$ cat src/rtl/dmac_pkg.sv
// Shared definitions for the DMA controller burst generators (read and write side).
package dmac_pkg;

  localparam int unsigned BEAT_BYTES            = 4;
  localparam int unsigned PAGE_BYTES            = 4096;
  localparam int unsigned DEFAULT_MAX_BURST_LEN = 16;

  // Burst generator FSM encoding
  typedef logic [1:0] state_t;
  localparam state_t S_IDLE = 2'd0;
  localparam state_t S_REQ  = 2'd1;
  localparam state_t S_DONE = 2'd2;

  // Beats in the next burst: the smallest of the remaining beats, the burst cap and
  // the beats left before the next 4 KB page. word_off is the address bits [11:2].
  // Callers guarantee remaining != 0 and max_len <= 16, so the result fits in 5 bits.
  function automatic logic [4:0] burst_beats(input logic [9:0]  word_off,
                                             input logic [31:0] remaining,
                                             input logic [4:0]  max_len);
    logic [10:0] page_beats;
    logic [31:0] beats;
    page_beats = 11'd1024 - {1'b0, word_off};
    beats      = remaining;
    if ({21'd0, page_beats} < beats) beats = {21'd0, page_beats};
    if ({27'd0, max_len} < beats)    beats = {27'd0, max_len};
    return beats[4:0];
  endfunction

endpackage

$ cat src/rtl/dmac_burst_gen.sv
// Read-side burst request generator: splits one descriptor into AXI-legal bursts
// (capped length, no 4 KB crossing) presented one at a time on a valid/ready port.
module dmac_burst_gen
  import dmac_pkg::*;
#(
  parameter int ADDR_WIDTH     = 32,
  parameter int BYTE_CNT_WIDTH = 16,
  parameter int MAX_BURST_LEN  = DEFAULT_MAX_BURST_LEN
) (
  input  logic                      clk,
  input  logic                      rst_n,
  input  logic                      start_i,
  input  logic [ADDR_WIDTH-1:0]     src_addr_i,
  input  logic [BYTE_CNT_WIDTH-1:0] byte_len_i,
  output logic                      busy_o,
  output logic                      done_o,
  output logic                      req_valid_o,
  input  logic                      req_ready_i,
  output logic [ADDR_WIDTH-1:0]     req_addr_o,
  output logic [3:0]                req_len_o
);

  // Remaining work is counted in 4-byte beats
  localparam int RW = BYTE_CNT_WIDTH - 2;
  localparam logic [4:0] MAX_LEN = 5'(MAX_BURST_LEN);

  state_t                state_reg, state_next;
  logic [ADDR_WIDTH-1:0] addr_reg, addr_next;
  logic [RW-1:0]         rem_reg, rem_next;
  logic [3:0]            len_reg, len_next;
  logic                  valid_reg, valid_next;
  logic                  done_reg, done_next;
  logic                  busy_reg, busy_next;

  logic [ADDR_WIDTH-1:0] start_addr;
  logic [RW-1:0]         start_rem;
  logic [4:0]            start_beats;
  logic [4:0]            cur_beats;
  logic [ADDR_WIDTH-1:0] step_addr;
  logic [RW-1:0]         step_rem;
  logic [4:0]            step_beats;

  // Sub-word address and length bits are ignored by design
  logic unused_low_bits;
  assign unused_low_bits = &{1'b0, src_addr_i[1:0], byte_len_i[1:0]};

  // Descriptor decode and first-burst sizing
  assign start_addr  = {src_addr_i[ADDR_WIDTH-1:2], 2'b00};
  assign start_rem   = byte_len_i[BYTE_CNT_WIDTH-1:2];
  assign start_beats = burst_beats(start_addr[11:2], 32'(start_rem), MAX_LEN);

  // Post-handshake position and the size of the burst that follows it
  assign cur_beats  = {1'b0, len_reg} + 5'd1;
  assign step_addr  = addr_reg + ADDR_WIDTH'({cur_beats, 2'b00});
  assign step_rem   = rem_reg - RW'(cur_beats);
  assign step_beats = burst_beats(step_addr[11:2], 32'(step_rem), MAX_LEN);

  // FSM next-state and datapath update
  always_comb begin
    state_next = state_reg;
    addr_next  = addr_reg;
    rem_next   = rem_reg;
    len_next   = len_reg;
    valid_next = valid_reg;
    done_next  = 1'b0;
    busy_next  = busy_reg;
    case (state_reg)
      S_IDLE: begin
        if (start_i) begin
          busy_next = 1'b1;
          if (start_rem != '0) begin
            addr_next  = start_addr;
            rem_next   = start_rem;
            len_next   = 4'(start_beats - 5'd1);
            valid_next = 1'b1;
            state_next = S_REQ;
          end else begin
            // Zero-length descriptor completes without issuing a request
            done_next  = 1'b1;
            state_next = S_DONE;
          end
        end
      end
      S_REQ: begin
        if (req_ready_i) begin
          addr_next = step_addr;
          rem_next  = step_rem;
          if (step_rem == '0) begin
            valid_next = 1'b0;
            done_next  = 1'b1;
            state_next = S_DONE;
          end else begin
            // Next burst is registered now, so valid stays high with no bubble
            len_next = 4'(step_beats - 5'd1);
          end
        end
      end
      S_DONE: begin
        busy_next  = 1'b0;
        state_next = S_IDLE;
      end
      default: begin
        valid_next = 1'b0;
        busy_next  = 1'b0;
        state_next = S_IDLE;
      end
    endcase
  end

  // State and output registers; reset aborts any transfer silently
  always_ff @(posedge clk or negedge rst_n) begin
    if (!rst_n) begin
      state_reg <= S_IDLE;
      addr_reg  <= '0;
      rem_reg   <= '0;
      len_reg   <= '0;
      valid_reg <= 1'b0;
      done_reg  <= 1'b0;
      busy_reg  <= 1'b0;
    end else begin
      state_reg <= state_next;
      addr_reg  <= addr_next;
      rem_reg   <= rem_next;
      len_reg   <= len_next;
      valid_reg <= valid_next;
      done_reg  <= done_next;
      busy_reg  <= busy_next;
    end
  end

  assign req_valid_o = valid_reg;
  assign req_addr_o  = addr_reg;
  assign req_len_o   = len_reg;
  assign done_o      = done_reg;
  assign busy_o      = busy_reg;

endmodule

$ cat config.mk
export PLATFORM = sky130hd
export DESIGN_NAME = dmac_burst_gen
export DESIGN_NICKNAME = d
export VERILOG_FILES = /design/src/rtl/dmac_pkg.sv /design/src/rtl/dmac_burst_gen.sv
export SDC_FILE = /design/constraint.sdc
export NUM_CORES = 1
export LEC_CHECK = 0
export ABC_AREA = 1
export ABC_CLOCK_PERIOD_IN_PS = 6400
export BUFFER_PORTS_ARGS = -buffer_cell sky130_fd_sc_hd__buf_2
export CAP_MARGIN = 30
export CORE_ASPECT_RATIO = 0.9
export CORE_MARGIN = 8
export CORE_UTILIZATION = 60
export CTS_CLUSTER_DIAMETER = 200
export CTS_CLUSTER_SIZE = 28
export DETAILED_ROUTE_END_ITERATION = 10
export PLACE_DENSITY = 0.94
export SETUP_SLACK_MARGIN = 0.3
export SLEW_MARGIN = 10
export SYNTH_ARGS = -nofsm -noshare
export SYNTH_HDL_FRONTEND = slang
export SYNTH_SLANG_ARGS = --single-unit
$ cat constraint.sdc
create_clock -name clk -period 6.4 [get_ports clk]
set_input_delay 0.64 -clock clk [delete_from_list [all_inputs] [get_ports clk]]
set_output_delay 0.64 -clock clk [all_outputs]
set_load 0.03 [all_outputs]
; Yosys cells after proc, flatten, opt, wreduce, memory -nomap -nowiden
; Cells that the tools add are included.
[word_totals]
output_inout_bits = 39
inputBits = 52
ff_bits = 55
[op_classes]
n_lt_le_gt_ge = 4
eq_ne = 7
bitwise_logic = 2
reduce_logical = 9
add_sub_neg = 7
muxes = 34
[ops]
columns = operator, count
row1 = $mux 32, 3
row2 = $mux 14, 5
row3 = $pmux 32 s2, 1
row4 = $add 32x7->32, 1
row5 = $lt 11x14->1, 2
row6 = $lt 5x14->1 const A, 2
row7 = $pmux 14 s2, 1
row8 = $mux 4, 6
row9 = $sub 11x10->11 const A, 2
row10 = $logic_not 14->1, 1
row11 = $reduce_bool 14->1, 1
row12 = $sub 14x5->14, 1
row13 = $ne 2x2->1 const B, 5
row14 = $reduce_and 5->1, 2
row15 = $mux 1, 9
row16 = $mux 2, 4
row17 = $pmux 4 s2, 1
row18 = $sub 4x1->4 const B, 2
row19 = $add 4x1->5 const B, 1
row20 = $pmux 1 s2, 2
row21 = $pmux 2 s2, 1
row22 = $reduce_and 4->1, 1
row23 = $pmux 1 s3, 1
row24 = $reduce_and 3->1, 1
row25 = other kinds (6), 7

; Longest topological paths before layout
; Gate-level depths: netlist of run 1.
[depth]
depth_word = 11
depth_mapped = 35
ltp_nobuf = 35

; Worst setup path after synthesis of run 1
; Ideal clock, no wire load.
[synth_path]
kind = flip-flop to flip-flop
start = register len_reg[0] (netlist: req_len_o[0])
end = register len_reg[1] (netlist: req_len_o[1])
arrival_ps = 4193
path_slack_ps = 2124
setup_ps = 83
path_buffers = 0
stages_incl_launch_ff = 29
synth_period_minus_slack_ps = 4276
path_cell_list = dfrtp_1 -> ha_1 -> inv_1 -> fa_1 -> inv_1 -> nand3_1 -> nand2_1 -> nand2_1 -> o31ai_1 -> xor2_1 -> nand2_2 -> nor2_2 -> xor2_1 -> inv_1 -> ha_1 -> a21oi_1 -> o21ai_0 -> nand3_2 -> nand3_2 -> nand2_1 -> nand2_1 -> nor2_1 -> nand2_2 -> nand2_4 -> nand3_2 -> nand2_2 -> inv_2 -> ha_1 -> o21ai_0
[synth_between]
elab_chain_len = 11
word_cells_on_any_way = 15
[synth_lines]
columns = element, line
row1 = from (decl), dmac_burst_gen.sv:30  ; logic [3:0] len_reg, len_next;
row2 = from (signal assigned), dmac_burst_gen.sv:124  ; len_reg <= len_next;
row3 = $add 4x1->5 (*), dmac_burst_gen.sv:53  ; assign cur_beats = {1'b0, len_reg} + 5'd1;
row4 = $add 32x7->32, dmac_burst_gen.sv:54  ; assign step_addr = addr_reg + ADDR_WIDTH'({cur_beats, 2'b00});
row5 = $sub 11x10->11, dmac_pkg.sv:22  ; page_beats = 11'd1024 - {1'b0, word_off};
row6 = $lt 11x14->1, dmac_pkg.sv:24  ; if ({21'd0, page_beats} < beats) beats = {21'd0, page_beats};
row7 = $mux 14, dmac_pkg.sv:24
row8 = $lt 5x14->1, dmac_pkg.sv:25  ; if ({27'd0, max_len} < beats) beats = {27'd0, max_len};
row9 = $mux 4, dmac_pkg.sv:25
row10 = $sub 4x1->4, dmac_burst_gen.sv:94  ; len_next = 4'(step_beats - 5'd1);
row11 = $mux 4, dmac_burst_gen.sv:88  ; if (step_rem == '0) begin
row12 = $mux 4, dmac_burst_gen.sv:85  ; if (req_ready_i) begin
row13 = $pmux 4 s2, dmac_burst_gen.sv:67  ; case (state_reg)
; Every way passes the cells marked *; elsewhere a longest branch is shown, timed or not. The select of a mux whose other input is x is not followed.
; A chain may end at the register's enable or synchronous reset.

; Worst setup path after layout of run 1
[layout_path]
start = register len_reg[0] (netlist: req_len_o[0])
end = register len_reg[2] (netlist: req_len_o[2])
; Same word-level chain as after synthesis.

==> results of run 1 <==
worst max-delay path: cells and delay by family, from the launching register on:
family / cells / cell delay [ns]
simple gates: 15 / 1.50
fa+ha+maj: 4 / 1.38
xor+xnor: 2 / 0.53
compound gates: 4 / 0.49
flops: 1 / 0.43
buf+inv: 5 / 0.43
worst min path at each step:
| stage | startpoint | to | slack [ns] | cells after the start |
|---|---|---|---|---|
| after floorplan | rst_n | busy_o$_DFFE_PN0P_ | 0.34 | 0 |
| after global placement | rem_reg[3]$_DFFE_PN0P_ | rem_reg[3]$_DFFE_PN0P_ | 0.48 | 2 |
| after detailed placement | req_valid_o$_DFFE_PN0P_ | req_valid_o$_DFFE_PN0P_ | 0.48 | 2 |
| after CTS | rst_n | req_addr_o[26]$_DFFE_PN0P_ | 0.46 | 2 |
| after global routing | rst_n | req_addr_o[26]$_DFFE_PN0P_ | 0.49 | 2 |
| final | rst_n | req_addr_o[26]$_DFFE_PN0P_ | 0.43 | 2 |
cell type report:
| class | instances | area, um2 | area share |
|---|---|---|---|
| Multi-Input combinational cell | 557 | 3150 | 0.562 |
| Tap cell | 99 | 124 | 0.0221 |
| Inverter | 117 | 439 | 0.0783 |
| Clock buffer | 5 | 68.8 | 0.0123 |
| Timing Repair Buffer | 89 | 470 | 0.0838 |
| Clock inverter | 3 | 28.8 | 0.00513 |
| Sequential cell | 53 | 1330 | 0.236 |
through the flow:
step	cell area [um2]	hold WS, ns
after floorplan	5000	0.344
after global placement	5490	0.478
after detailed placement	5490	0.480
after CTS	5590	0.463
after global routing	5610	0.485
final	5610	0.426
cells by family (layout without fill, tap and decap cells):
logic type,Yosys count,in the layout,share of synthesized area
simple gates,332,332,0.302
buf+inv,138,214,0.105
compound gates,146,146,0.160
flops,53,53,0.266
other cells,1,2,0.000751
xor+xnor,41,41,0.0734
fa+ha+maj,36,36,0.0932
Yosys cell counts (all sizes together), types with 5 or more instances:
master  number  area share
buf          5      0.0053
o211ai      10       0.015
nand3       42       0.048
clkbuf      16       0.012
nand2      161        0.13
nor3        18       0.021
xor2        37       0.066
nor2        79       0.064
o22ai       16       0.020
dfrtp       53        0.27
inv        114       0.086
ha          34       0.085
o21ai       79       0.079
nand4       23       0.029
a21oi       30       0.030
routing by layer:
metal  up-vias  part of all wire
met3        17             0.080
li1       2598                 -
met4         0             0.012
met5         -                 0
met1      2417              0.43
met2       216              0.48
==> reports/results.tsv, run 1 <==
stage	metric	value	unit
outcome	outcome	complete, no violations	
cts	Sink Count	53	
critical_path	FF-to-FF End	req_len_o[2]$_DFFE_PN0P_	
final_layout	layout cells sized above 1	0.159	
final_layout	P&R area growth vs syn	12.3	%
yosys	Syn. warnings	0	
cts	clock tree buffer depth	2	
timing	Setup TNS	0	ns
drt	DRC viols	0	
critical_path	CP dominant cell by count	nand2_1	
timing	clock skew	0.0119	ns
final_layout	commonest non-fill, non-tap cells in the layout	nand2_1, inv_1, buf_2, o21ai_0, nor2_1	
critical_path	Max stage delay on crit path	0.44	ns
critical_path	crit path capture type	register	
final_layout	non-filler cells, final	923	
placement	Port Buffers	84	
drt	DR WL/cell	14.9	um
final_layout	Fillers	682	
timing	worst-margin pin slew	0.685	ns
critical_path	Worst Reg-to-Reg Cells	30	
critical_path	CP required	6.63	ns
timing	unrepaired setup endpoints after global routing	no	
yosys	Cell Area, Synth	4990	um2
floorplan	Die W	112	um
floorplan	DIE HEIGHT	103	um
drt	Final ANT Viol Nets	0	
floorplan	Cell Rows	31	
critical_path	slowest CP cell	fa_1	
critical_path	Setup CP Type	register to register	
drt	initial drt markers	430	
final_layout	Final nets	911	
final_layout	max FFs per register	30	
final_layout	final core occ	0.696	
critical_path	CP max FO	8	
global_route	total grt overflow	0	
global_route	met2 usage	0.419	
cts	postcts setup bufs	0	
yosys	post-synth cell types	40	
yosys	Async SR Flop Fraction	1.00	
timing	final worst path period need	4.82	ns
floorplan	Core Area	8070	um2
cts	CTS Root Cell	clkbuf_8	
timing	FMAX	207	MHz
global_route	pin count of the biggest net entering global routing	54	
critical_path	CP endpoint	req_len_o[2]$_DFFE_PN0P_	
cts	PostCTS Resize Cnt	0	
final_layout	commonest non-fill, non-tap cell in the layout	nand2_1	
flow_run	max_cap viols	0	
timing	worst setup margin	1.58	ns
cts	# hold bufs at CTS	0	
cts	CTS Buf Count	5	
cts	H-Tree Depth	2	
yosys	Synth Instances	747	
final_layout	ANT cells	0	
critical_path	Critical Path AT	5.05	ns
timing	count of final setup violators	0	
drt	TritonRoute pass-1 iters	5	
placement	dpl cells	914	
global_route	vias in the first global route	4964	
cts	clock latency on the worst-skew pair	0.32	ns
global_route	total track usage	0.240	
drt	total routed wirelength	13800	um
min_path	Worst Hold Class	input pin to async pin	
floorplan	Ports	91	
cts	TritonCTS clock tree	built	
global_route	met3 Use GR	0.0340	
yosys	Post-synth EDFFs	0	
critical_path	CP startpoint	req_len_o[0]$_DFFE_PN0P_	
drt	routed vias/inst	5.69	
placement	Post-DP HPWL	10800	um
global_route	first-pass GRT wire length	22900	um
critical_path	RR Startpoint	req_len_o[0]$_DFFE_PN0P_	
placement	Placer Congestion	0.952	
critical_path	r2r setup slk	1.58	ns
cts	CTS clk-pin slew, worst paths	0.12	ns
timing	Final period util	0.754	
global_route	met1 Use GR	0.308	
floorplan	DIE AREA	11500	um2
floorplan	starting density of the core	0.619	
yosys	Syn Area/Cell	6.69	um2
yosys	Seq/Total Area, Yosys	0.266	
yosys	Yosys reg bits	53	
yosys	leading register cell type out of synthesis	dfrtp_1	
timing	final max-slew violation count	0	
critical_path	Critical Path Source Type	register	
timing	slew margin rel.	0.543	
placement	worst slack at placement	1.71	ns
timing	final hold violation count	0	
global_route	GRT busiest layer	met2	
global_route	initial antenna violation count	0	
drt	Vias	5248	
Power of run 1 is left out: the tool's default activity adds up to more than one toggle a clock period on the data nets, which glitch-free logic cannot reach.
==> run 2, diff against run 1 <==
- ABC_CLOCK_PERIOD_IN_PS: 6400 -> 4750
- CORE_UTILIZATION: 60 -> 57
- PLACE_DENSITY: 0.94 -> 0.9
- clock period: 6.4 -> 4.75 ns (I/O delays scaled with it)
==> reports/results.tsv, run 2 (synthesis results as in run 1) <==
stage	metric	value	unit	change
outcome	outcome	complete, no violations		
timing	clock skew	0.0183	ns	+0.00641 ns
drt	TritonRoute pass-1 iters	7		+2
floorplan	Cell Rows	32		+3.2%
critical_path	Critical Path AT	4.70	ns	-0.35 ns
cts	CTS clk-pin slew, worst paths	0.12	ns	about the same
timing	final worst path period need	4.48	ns	-0.342 ns
critical_path	crit path capture type	register		
critical_path	CP dominant cell by count	nand2_1		
timing	unrepaired setup endpoints after global routing	yes		
flow_run	max_cap viols	0		unchanged
final_layout	max FFs per register	30		unchanged
floorplan	Ports	91		unchanged
timing	count of final setup violators	0		unchanged
timing	final hold violation count	0		unchanged
cts	CTS Root Cell	clkbuf_8		
placement	Placer Congestion	0.916		-3.8%
global_route	vias in the first global route	5023		+1.2%
final_layout	ANT cells	0		unchanged
critical_path	slowest CP cell	dfrtp_2		
drt	total routed wirelength	16200	um	+18%
timing	slew margin rel.	0.512		-0.0311
drt	initial drt markers	487		+13%
drt	Vias	5681		+8.3%
critical_path	Setup CP Type	register to register		
floorplan	DIE HEIGHT	105	um	+2.2%
cts	H-Tree Depth	2		unchanged
final_layout	commonest non-fill, non-tap cells in the layout	nand2_1, inv_1, buf_2, o21ai_0, nor2_1		
final_layout	Fillers	631		-7.5%
final_layout	layout cells sized above 1	0.252		+0.0928
floorplan	DIE AREA	12000	um2	+4.5%
cts	TritonCTS clock tree	built		
drt	Final ANT Viol Nets	0		unchanged
cts	CTS Buf Count	5		unchanged
timing	FMAX	223	MHz	+7.6%
timing	final max-slew violation count	0		unchanged
final_layout	commonest non-fill, non-tap cell in the layout	nand2_1		
critical_path	Critical Path Source Type	register		
critical_path	Buf+Inv Stages, Crit Path	5		unchanged
cts	# hold bufs at CTS	0		unchanged
drt	routed vias/inst	5.94		+4.4%
cts	clock latency on the worst-skew pair	0.33	ns	about the same
global_route	initial antenna violation count	0		unchanged
floorplan	starting density of the core	0.586		-0.0334
timing	Setup TNS	0	ns	unchanged
floorplan	Core Area	8530	um2	+5.7%
global_route	first-pass GRT wire length	23300	um	+1.8%
drt	DRC viols	0		unchanged
floorplan	Die W	115	um	+2.2%
global_route	total grt overflow	0		unchanged
timing	Final period util	0.944		+0.190
critical_path	CP max FO	8		unchanged
critical_path	Max stage delay on crit path	0.48	ns	+0.04 ns
min_path	Worst Hold Class	input pin to async pin		
drt	DR WL/cell	16.9	um	+14%
timing	worst-margin pin slew	0.732	ns	+0.0466 ns
final_layout	P&R area growth vs syn	23.3	%	
cts	clock tree buffer depth	2		unchanged
cts	Sink Count	53		unchanged
global_route	pin count of the biggest net entering global routing	61		+13%
global_route	total track usage	0.234		-0.00574
critical_path	family with the most delay on the worst path	simple AND/OR/NAND/NOR gates		
final_layout	Final nets	926		+1.6%
critical_path	CP required	4.97	ns	-1.66 ns
placement	Post-DP HPWL	10700	um	-0.44%
placement	Port Buffers	84		unchanged
==> run 2: cell types whose count changed in the layout (fill, tap and decap cells not counted), sizes merged <==
cell / before / now
buf: 89 / 104
bufinv: 0 / 1
clkinv: 4 / 2
==> run 2: worst paths after layout <==
path,start,slack (ns),end,cells past startpoint
worst min-delay path,rst_n,0.27,req_addr_o[23]$_DFFE_PN0P_,2
worst min register to register,rem_reg[3]$_DFFE_PN0P_,0.51,rem_reg[3]$_DFFE_PN0P_,2
worst max-delay path,req_len_o[0]$_DFFE_PN0P_,0.27,req_len_o[3]$_DFFE_PN0P_,33
min in group clk,src_addr_i[28],0.43,req_addr_o[28]$_DFFE_PN0P_,3
worst max register to register,req_len_o[0]$_DFFE_PN0P_,0.27,req_len_o[3]$_DFFE_PN0P_,33
max in group asynchronous,rst_n,3.94,req_len_o[2]$_DFFE_PN0P_,2
==> run 2: layout make-up <==
cell class / count / area [um2] / share of cell area
clock inverters: 2 / 38.8 / 0.00630
repair buffers: 104 / 571 / 0.0926
flip-flops and latches: 53 / 1330 / 0.216
well taps: 119 / 149 / 0.0242
multi-input cells: 557 / 3560 / 0.578
inverters: 117 / 439 / 0.0713
clock buffers: 5 / 68.8 / 0.0112
==> run 2: repair_timing <==
item                                    CTS  global route
buffers inserted                          2            11
resized for setup                         6            80
pin swaps                                 1            31
hold endpoints to repair                  0             0
endpoints found under the setup margin    3             4
==> run 2: layer usage <==
| layer | global-route usage | vias to the layer above | routed length (um) |
|---|---|---|---|
| li1 | - | 2634 | - |
| met2 | 0.387 | 366 | 7590 |
| met5 | 0 | - | 0 |
| met4 | 0.0722 | 0 | 492 |
| met1 | 0.306 | 2626 | 6350 |
| met3 | 0.0374 | 55 | 1760 |
==> run 2: per-stage QoR <==
| stage | area, um2 | std cells | util | worst slack, ns | hold slack [ns] |
|---|---|---|---|---|---|
| 2_1_floorplan | 5000 | 748 | - | 0.474 | 0.179 |
| 3_3_place_gp | 5540 | 937 | 0.650 | 0.241 | 0.476 |
| 3_5_place_dp | 5540 | 937 | 0.650 | 0.155 | 0.484 |
| 4_1_cts | 5700 | 946 | 0.669 | 0.303 | 0.308 |
| 5_1_grt | 6160 | 957 | 0.722 | 0.0332 | 0.337 |
| 6_report | 6160 | 957 | 0.722 | 0.268 | 0.272 |
Power of run 2 is left out for the same reason.
==> run 3, diff against run 2 <==
- CORE_UTILIZATION: 57 -> 59
- CTS_BUF_LIST: default -> sky130_fd_sc_hd__clkbuf_2 sky130_fd_sc_hd__clkbuf_4 sky130_fd_sc_hd__clkbuf_8
- PLACE_DENSITY: 0.9 -> 0.93
==> reports/results.tsv, run 3 (synthesis results as in run 1) <==
stage	metric	value	unit	change
drt	TritonRoute pass-1 iters	8		+1
timing	clock skew	0.0124	ns	-0.00589 ns
placement	dpl cells	919		-1.9%
cts	Sink Count	53		unchanged
final_layout	P&R area growth vs syn	25.5	%	
placement	Post-DP HPWL	10500	um	-1.5%
global_route	total grt overflow	0		unchanged
floorplan	Die W	113	um	-1.5%
floorplan	Ports	91		unchanged
final_layout	Fillers	548		-13%
final_layout	area of the multi-input gates	3540	um2	-0.67%
final_layout	layout cells sized above 1	0.266		+0.0146
floorplan	DIE HEIGHT	103	um	-1.5%
critical_path	Max stage delay on crit path	0.46	ns	-0.02 ns
final_layout	non-filler cells, final	959		+0.21%
cts	clock tree buffer depth	2		unchanged
timing	Final period util	0.986		+0.0425
floorplan	Core Area	8410	um2	-1.4%
global_route	total track usage	0.245		+0.0102
final_layout	max FFs per register	30		unchanged
floorplan	DIE AREA	11700	um2	-2.9%
floorplan	Cell Rows	32		unchanged
global_route	first-pass GRT wire length	23400	um	+0.59%
flow_run	max_cap viols	0		unchanged
drt	Vias	6158		+8.4%
cts	H-Tree Depth	2		unchanged
timing	final worst path period need	4.68	ns	+0.202 ns
critical_path	family with the most delay on the worst path	simple AND/OR/NAND/NOR gates		
critical_path	r2r setup slk	0.07	ns	-0.20 ns
global_route	vias in the first global route	5068		+0.90%
final_layout	Final nets	943		+1.8%
global_route	pin count of the biggest net entering global routing	61		unchanged
timing	worst-margin pin slew	0.711	ns	-0.0208 ns
placement	Port Buffers	84		unchanged
critical_path	slowest CP cell	dfrtp_1		
global_route	initial antenna violation count	1		+1
timing	count of final setup violators	0		unchanged
critical_path	Buf+Inv Stages, Crit Path	4		-1
timing	slew margin rel.	0.526		+0.0139
critical_path	CP max FO	8		unchanged
outcome	outcome	complete, no violations		
drt	total routed wirelength	18500	um	+14%
min_path	Worst Hold Class	input pin to async pin		
critical_path	RR Startpoint	req_len_o[1]$_DFFE_PN0P_		
timing	FMAX	213	MHz	-4.3%
drt	routed vias/inst	6.42		+8.2%
final_layout	FF/Latch Area	1330	um2	about the same
cts	TritonCTS clock tree	built		
critical_path	CP required	5.00	ns	+0.03 ns
drt	initial drt markers	910		+87%
critical_path	Setup CP Type	register to register		
cts	CTS Buf Count	5		unchanged
drt	DR WL/cell	19.3	um	+14%
drt	Final ANT Viol Nets	0		unchanged
placement	Placer Congestion	0.918		+0.19%
cts	CTS Root Cell	clkbuf_8		
critical_path	Critical Path Source Type	register		
critical_path	crit path capture type	register		
timing	Setup TNS	0	ns	unchanged
final_layout	commonest non-fill, non-tap cell in the layout	nand2_1		
floorplan	starting density of the core	0.594		+0.00837
timing	final max-slew violation count	0		unchanged
final_layout	commonest non-fill, non-tap cells in the layout	nand2_1, inv_1, buf_2, o21ai_0, nor2_1		
critical_path	FF-to-FF End	req_len_o[1]$_DFFE_PN0P_		
drt	DRC viols	0		unchanged
cts	CTS clk-pin slew, worst paths	0.11	ns	about the same
critical_path	Critical Path AT	4.93	ns	+0.23 ns
timing	final hold violation count	0		unchanged
critical_path	Worst Reg-to-Reg Cells	26		-21%
cts	clock latency on the worst-skew pair	0.33	ns	about the same
==> run 3: layer usage <==
layer | global-route usage | wire length [um] | vias up
li1 | - | - | 2661
met1 | 0.316 | 6810 | 2781
met2 | 0.407 | 8060 | 545
met3 | 0.0389 | 2400 | 171
met4 | 0.0961 | 1220 | 0
met5 | 0 | 0 | -
==> run 3: metrics by stage <==
step	hold slack [ns]	utilization	area (um2)	setup WS [ns]
CTS	0.297	0.684	5750	0.305
global placement	0.479	0.655	5510	0.257
global route	0.310	0.746	6270	-0.173
detailed placement	0.489	0.655	5510	0.110
floorplan	0.179	-	5000	0.474
finish	0.269	0.746	6270	0.0661
==> run 3: worst register-to-register path, delay by kind of cell, from the launching register on <==
family,cells,cell delay (ns)
AOI/OAI and AO/OA,2,0.38
and+or+nand+nor,14,1.72
adders and majority gates,4,1.10
xor gates and xnor gates,2,0.52
buffers and inverters,4,0.41
DFF,1,0.46
==> run 3: final cells by class <==
class                      count  area share
sequential                    53       0.212
clock buffer                   6      0.0132
timing repair buffer         121       0.113
multi-input combinational    557       0.564
antenna                        1    0.000399
clock inverter                 2     0.00659
tap                          102      0.0204
inverter                     117      0.0700
==> run 3: how the worst max path moves through the flow <==
stage	endpoint	slack (ns)	from	depth (start not counted)
global route	req_len_o[2]$_DFFE_PN0P_	-0.17	req_len_o[1]$_DFFE_PN0P_	27
detailed placement	req_len_o[1]$_DFFE_PN0P_	0.11	req_len_o[0]$_DFFE_PN0P_	28
floorplan	req_len_o[1]$_DFFE_PN0P_	0.47	req_len_o[0]$_DFFE_PN0P_	28
global placement	req_len_o[1]$_DFFE_PN0P_	0.26	req_len_o[0]$_DFFE_PN0P_	28
CTS	req_len_o[1]$_DFFE_PN0P_	0.31	req_len_o[0]$_DFFE_PN0P_	28
finish	req_len_o[1]$_DFFE_PN0P_	0.07	req_len_o[1]$_DFFE_PN0P_	26
==> run 3: what timing repair did <==
item,in CTS,in global routing
hold endpoints to repair,0,0
pin swaps,3,22
resized for setup,9,77
hold buffers,0,0
endpoints found under the setup margin,3,4
buffers inserted,9,22
Power of run 3 is left out for the same reason.
